$ cat src/rtl/multi_mode_row_adc.sv
// multi_mode_row_adc: single-slope row ADC back-end with optional CDS reset/signal ramps
module multi_mode_row_adc #(
  parameter int NUM_PIXELS = 20,
  parameter int CNT_WIDTH  = 8,
  parameter int RAMP_MAX   = 2**CNT_WIDTH-1,
  parameter int RST_MAX    = 15
) (
  input  logic                            clk,
  input  logic                            reset,
  input  logic                            start,
  input  logic                            cds_mode,
  input  logic [NUM_PIXELS-1:0]           comp,
  output logic                            ramp_en,
  output logic                            ramp_phase,
  output logic                            busy,
  output logic                            valid,
  output logic [NUM_PIXELS*CNT_WIDTH-1:0] pixel_data,
  output logic [NUM_PIXELS-1:0]           ovf
);
  typedef enum logic [1:0] {IDLE, RAMP_RST, RAMP_SIG, DONE} state_t;
  state_t                          state_q;
  logic [CNT_WIDTH-1:0]            cnt_q, ph_max;
  logic                            cds_q, last;
  logic [NUM_PIXELS-1:0]           prev_q, cap_q, rst_ovf_q, hit, miss, ovf_q;
  logic [CNT_WIDTH-1:0]            code_q [NUM_PIXELS];
  logic [CNT_WIDTH-1:0]            rst_code_q [NUM_PIXELS];
  logic [CNT_WIDTH-1:0]            code_d [NUM_PIXELS];
  logic [NUM_PIXELS*CNT_WIDTH-1:0] res_d, data_q;
  logic                            ramp_en_q, ramp_phase_q, busy_q, valid_q;
  assign ramp_en    = ramp_en_q;
  assign ramp_phase = ramp_phase_q;
  assign busy       = busy_q;
  assign valid      = valid_q;
  assign pixel_data = data_q;
  assign ovf        = ovf_q;
  // code_d is the phase code as it stands after this cycle; at phase end misses already hold ph_max
  always_comb begin
    ph_max = state_q == RAMP_RST ? CNT_WIDTH'(RST_MAX) : CNT_WIDTH'(RAMP_MAX);
    last   = cnt_q == ph_max;
    hit    = comp & ~prev_q & ~cap_q;
    miss   = ~(cap_q | hit);
    res_d  = '0;
    for (int i = 0; i < NUM_PIXELS; i++) begin
      code_d[i] = cap_q[i] ? code_q[i] : hit[i] ? cnt_q : ph_max;
      res_d[i*CNT_WIDTH +: CNT_WIDTH] = !cds_q ? code_d[i] :
        code_d[i] >= rst_code_q[i] ? code_d[i] - rst_code_q[i] : '0;
    end
  end
  always_ff @(posedge clk) begin
    if (reset) begin
      state_q      <= IDLE;
      cnt_q        <= '0;
      cds_q        <= 1'b0;
      prev_q       <= '0;
      cap_q        <= '0;
      rst_ovf_q    <= '0;
      ovf_q        <= '0;
      data_q       <= '0;
      ramp_en_q    <= 1'b0;
      ramp_phase_q <= 1'b0;
      busy_q       <= 1'b0;
      valid_q      <= 1'b0;
      for (int i = 0; i < NUM_PIXELS; i++) begin
        code_q[i]     <= '0;
        rst_code_q[i] <= '0;
      end
    end else begin
      case (state_q)
        IDLE: if (start) begin
          state_q      <= cds_mode ? RAMP_RST : RAMP_SIG;
          cds_q        <= cds_mode;
          cnt_q        <= '0;
          prev_q       <= '0;
          cap_q        <= '0;
          rst_ovf_q    <= '0;
          ramp_en_q    <= 1'b1;
          ramp_phase_q <= cds_mode;
          busy_q       <= 1'b1;
          for (int i = 0; i < NUM_PIXELS; i++) begin
            code_q[i]     <= '0;
            rst_code_q[i] <= '0;
          end
        end
        RAMP_RST, RAMP_SIG: if (last) begin
          cnt_q  <= '0;
          prev_q <= '0;
          cap_q  <= '0;
          if (state_q == RAMP_RST) begin
            state_q      <= RAMP_SIG;
            rst_ovf_q    <= miss;
            ramp_phase_q <= 1'b0;
            rst_code_q   <= code_d;
          end else begin
            state_q   <= DONE;
            ramp_en_q <= 1'b0;
            valid_q   <= 1'b1;
            data_q    <= res_d;
            ovf_q     <= miss | (cds_q ? rst_ovf_q : '0);
          end
        end else begin
          cnt_q  <= cnt_q + 1'b1;
          prev_q <= comp;
          cap_q  <= cap_q | hit;
          code_q <= code_d;
        end
        default: begin
          state_q <= IDLE;
          busy_q  <= 1'b0;
          valid_q <= 1'b0;
        end
      endcase
    end
  end
endmodule

$ cat config.mk
export PLATFORM = sky130hd
export DESIGN_NAME = multi_mode_row_adc
export DESIGN_NICKNAME = d
export VERILOG_FILES = /design/src/rtl/multi_mode_row_adc.sv
export SDC_FILE = /design/constraint.sdc
export NUM_CORES = 2
export LEC_CHECK = 0
export CAP_MARGIN = 20
export CORE_MARGIN = 2
export CORE_UTILIZATION = 50
export CTS_BUF_LIST = sky130_fd_sc_hd__clkbuf_4 sky130_fd_sc_hd__clkbuf_8
export CTS_CLUSTER_DIAMETER = 120
export DETAILED_ROUTE_END_ITERATION = 6
export PLACE_DENSITY = 0.75
export SLEW_MARGIN = 5
export SYNTH_ARGS = -nofsm -noshare
export SYNTH_HDL_FRONTEND = slang
export SYNTH_SLANG_ARGS = --single-unit
export TNS_END_PERCENT = 5
$ cat constraint.sdc
create_clock -name clk -period 5.2 [get_ports clk]
set_input_delay 1.3 -clock clk [delete_from_list [all_inputs] [get_ports clk]]
set_output_delay 1.3 -clock clk [all_outputs]
set_load 0.02 [all_outputs]
==> reports/qor.yml <==
setup_path:
  cp-end-kind: "flop"
  cp-start-kind: "flop"
  r2r_slack_ns: 0.93
  reg2reg_from: "state_q[1]"
  crit_start: "state_q[1]"
  cp_max_fo: 27
  critPathArrivalTime_ns: 4.86
  setup.worst_path.class: "reg -> reg"
  cp.required_ns: 5.79
sta:
  final-max-slew-violation-count: 0
  slew_headroom_pct: 25.92
  hold_viol_final: 0
  fin_crit_ns: 4.265
  whs_ns: 0.4689
  skew_ns: 0.02389
  setup_viol: 0
  setup_tns_ns: 0
  setup_slack_ns: 0.9347
  grt_setup_unrepaired: "false"
  worst_pin_slew_ns: 1.111
  fmax_mhz: 234.4
  period_share_pct: 82.03
final_layout:
  final_nets: 4484
  final_core_util_pct: 58.06
  fillers: 6132
  drive_gt1_share_pct: 7.899
  area_growth_pct: 15.18
cts:
  cts-root-buf: "clkbuf_8"
  cts.htree.levels: 3
  clockBufferDepth: 3
  cts_tree: "built"
  cts_made_buffers: 98
  cts_setup_buffers: 0
  cts_sinks: 575
  cts-hold-fix-buffers: 0
  clkSlewWorstSetupHoldPaths_ns: 0.06
  worst_skew_pair.late_latency_ns: 0.70
  post_cts_resized: 0
pwr:
  power_mw: 18.70
  power_leakage_nw: 13.89
  worst_ir_drop_vdd_uv: 300.5
  p_per_area_mw_per_mm2: 480.4
yosys:
  synth_top_cell_area_share_pct: 34.06
  synthArstFlopShare_pct: 0
  syn_area_sq_mm: 0.03380
  synth_edf_count: 0
  avgSynthCellArea_sq_um: 8.045
  yosysWarnings: 0
  dominantRegCellSynth: "dfxtp_1"
  yosys.area.top_type: "dfxtp_1"
  netlist_top_cells_count: "dfxtp_1, nor2_1, a21oi_1, inv_1, clkbuf_1"
  synth_nets: 4409
  synth_area_leaders: "dfxtp_1, ha_1, a21oi_1"
  yosysMostFrequentCell: "dfxtp_1"
  seq_area_frac_synth_pct: 34.06
  yosys_register_bits: 575
  synthCells: 4201
  ys_types: 62
drt:
  vias: 32490
  vias_per_cell: 6.209
  routedWlPerCell_microns: 19.49
  drtIter0Drc: 2352
  drc: 0
  wirelength_microns: 102000
  ant_nets: 0
  firstDrtPassIters: 6
grt:
  grt_first_pass_wirelength_microns: 161700
  grt_max_degree: 191
  grt_overflow: 0
  antenna_found_initial: 1
  grtUsageTotal_pct: 28.18
  grt_pass1_vias: 30090
placement:
  place.gp.congestion: 0.8982
  place_hpwl_microns: 62990
  dp_slack_ns: 0.5889
  io_buffers: 207
worst_hold_path:
  hp-class: "reg -> reg"
  hold_start: "code_q[22]"
outcome:
  status: "complete, no violations"
floorplan:
  rows: 95
  die_area_sq_mm: 0.06969
  start_util_pct: 50.41
  ios: 208
  coreArea_sq_mm: 0.06704
  fp.dieH_microns: 264.0
  die_w_microns: 264.0
job:
  maxCapViolations: 0
==> critical path, cell delays in order, from the launching register on <==
cell      delay, ns
dfxtp_1        0.38
inv_1          0.11
ha_1           0.29
inv_2          0.70
buf_4          0.37
nor2_1         0.12
o31ai_1        0.57
ha_1           0.35
or4b_2         0.62
o2111a_1       0.16
o311ai_0       0.10
o21ai_0        0.16
a211oi_1       0.22
==> power by group <==
part / total, mW / internal (mW) / switching [mW]
clock network: 4.60 / 2.63 / 1.97
logic: 8.94 / 3.35 / 5.58
registers: 5.16 / 4.75 / 0.412
==> path summary, 6_finish.rpt <==
check | end | depth (start not counted)
hold / removal | code_q[22] | 2
setup reg to reg | pixel_data[118] | 12
setup / recovery | pixel_data[118] | 12
hold reg to reg | code_q[22] | 2
==> sequential cells by signal, summed over array words and instances, names as in the netlist <==
register    flops
ovf            20
ramp_en         1
state_q         2
cap_q          20
cds_q           1
prev_q         20
pixel_data    160
code_q        160
rst_code_q    160
cnt_q           8
busy            1
rst_ovf_q      20
valid           1
ramp_phase      1
==> layout make-up <==
class	count	area (sq um)	area share, %
tap	873	1092	2.806
clock buffer	159	2007	5.156
sequential	575	11520	29.59
antenna	4	10.01	0.02572
timing repair buffer	317	3003	7.715
inverter	330	1241	3.189
clock inverter	20	207.7	0.5336
multi-input combinational	2954	19850	50.99
==> metrics by stage <==
stage / cell area, sq um / cells
after global placement: 36700 / 5049
after CTS: 38910 / 5228
after detailed placement: 36700 / 5049
after floorplan: 33800 / 4201
final: 38920 / 5232
after global routing: 38920 / 5231
==> layout by cell type (no fill, tap or decap), drive strengths merged, types with 111 or more instances in the layout <==
cell and count:
a211oi 184, a21oi 365, a22o 180, a22oi 127
buf 111, clkbuf 159, clkdlybuf4s50 206, dfxtp 575
ha 164, inv 329, nand2 142, nand2b 148
nand3 111, nor2 407, o21ai 151, o31ai 111
==> logic make-up (layout without fill, tap and decap cells) <==
| logic type | after synthesis | in the layout | synth area share (%) |
|---|---|---|---|
| compound gates | 1542 | 1542 | 32.03 |
| simple gates | 1175 | 1175 | 17.73 |
| buf+inv | 672 | 826 | 7.534 |
| flops | 575 | 575 | 34.06 |
| fa+ha+maj | 184 | 184 | 7.256 |
| xor+xnor | 48 | 48 | 1.244 |
| mux | 5 | 5 | 0.1481 |
| other cells | 0 | 4 | 0 |
==> layer usage <==
| metal | share of wire (%) | wire length (microns) | track usage (%) |
|---|---|---|---|
| met3 | 7.2 | 7374 | 4.474 |
| met5 | 0 | 0 | 0 |
| met1 | 45 | 45730 | 38.21 |
| met2 | 44 | 45350 | 44.75 |
| met4 | 3.5 | 3521 | 11.38 |
(Power assumes the default switching activity.)
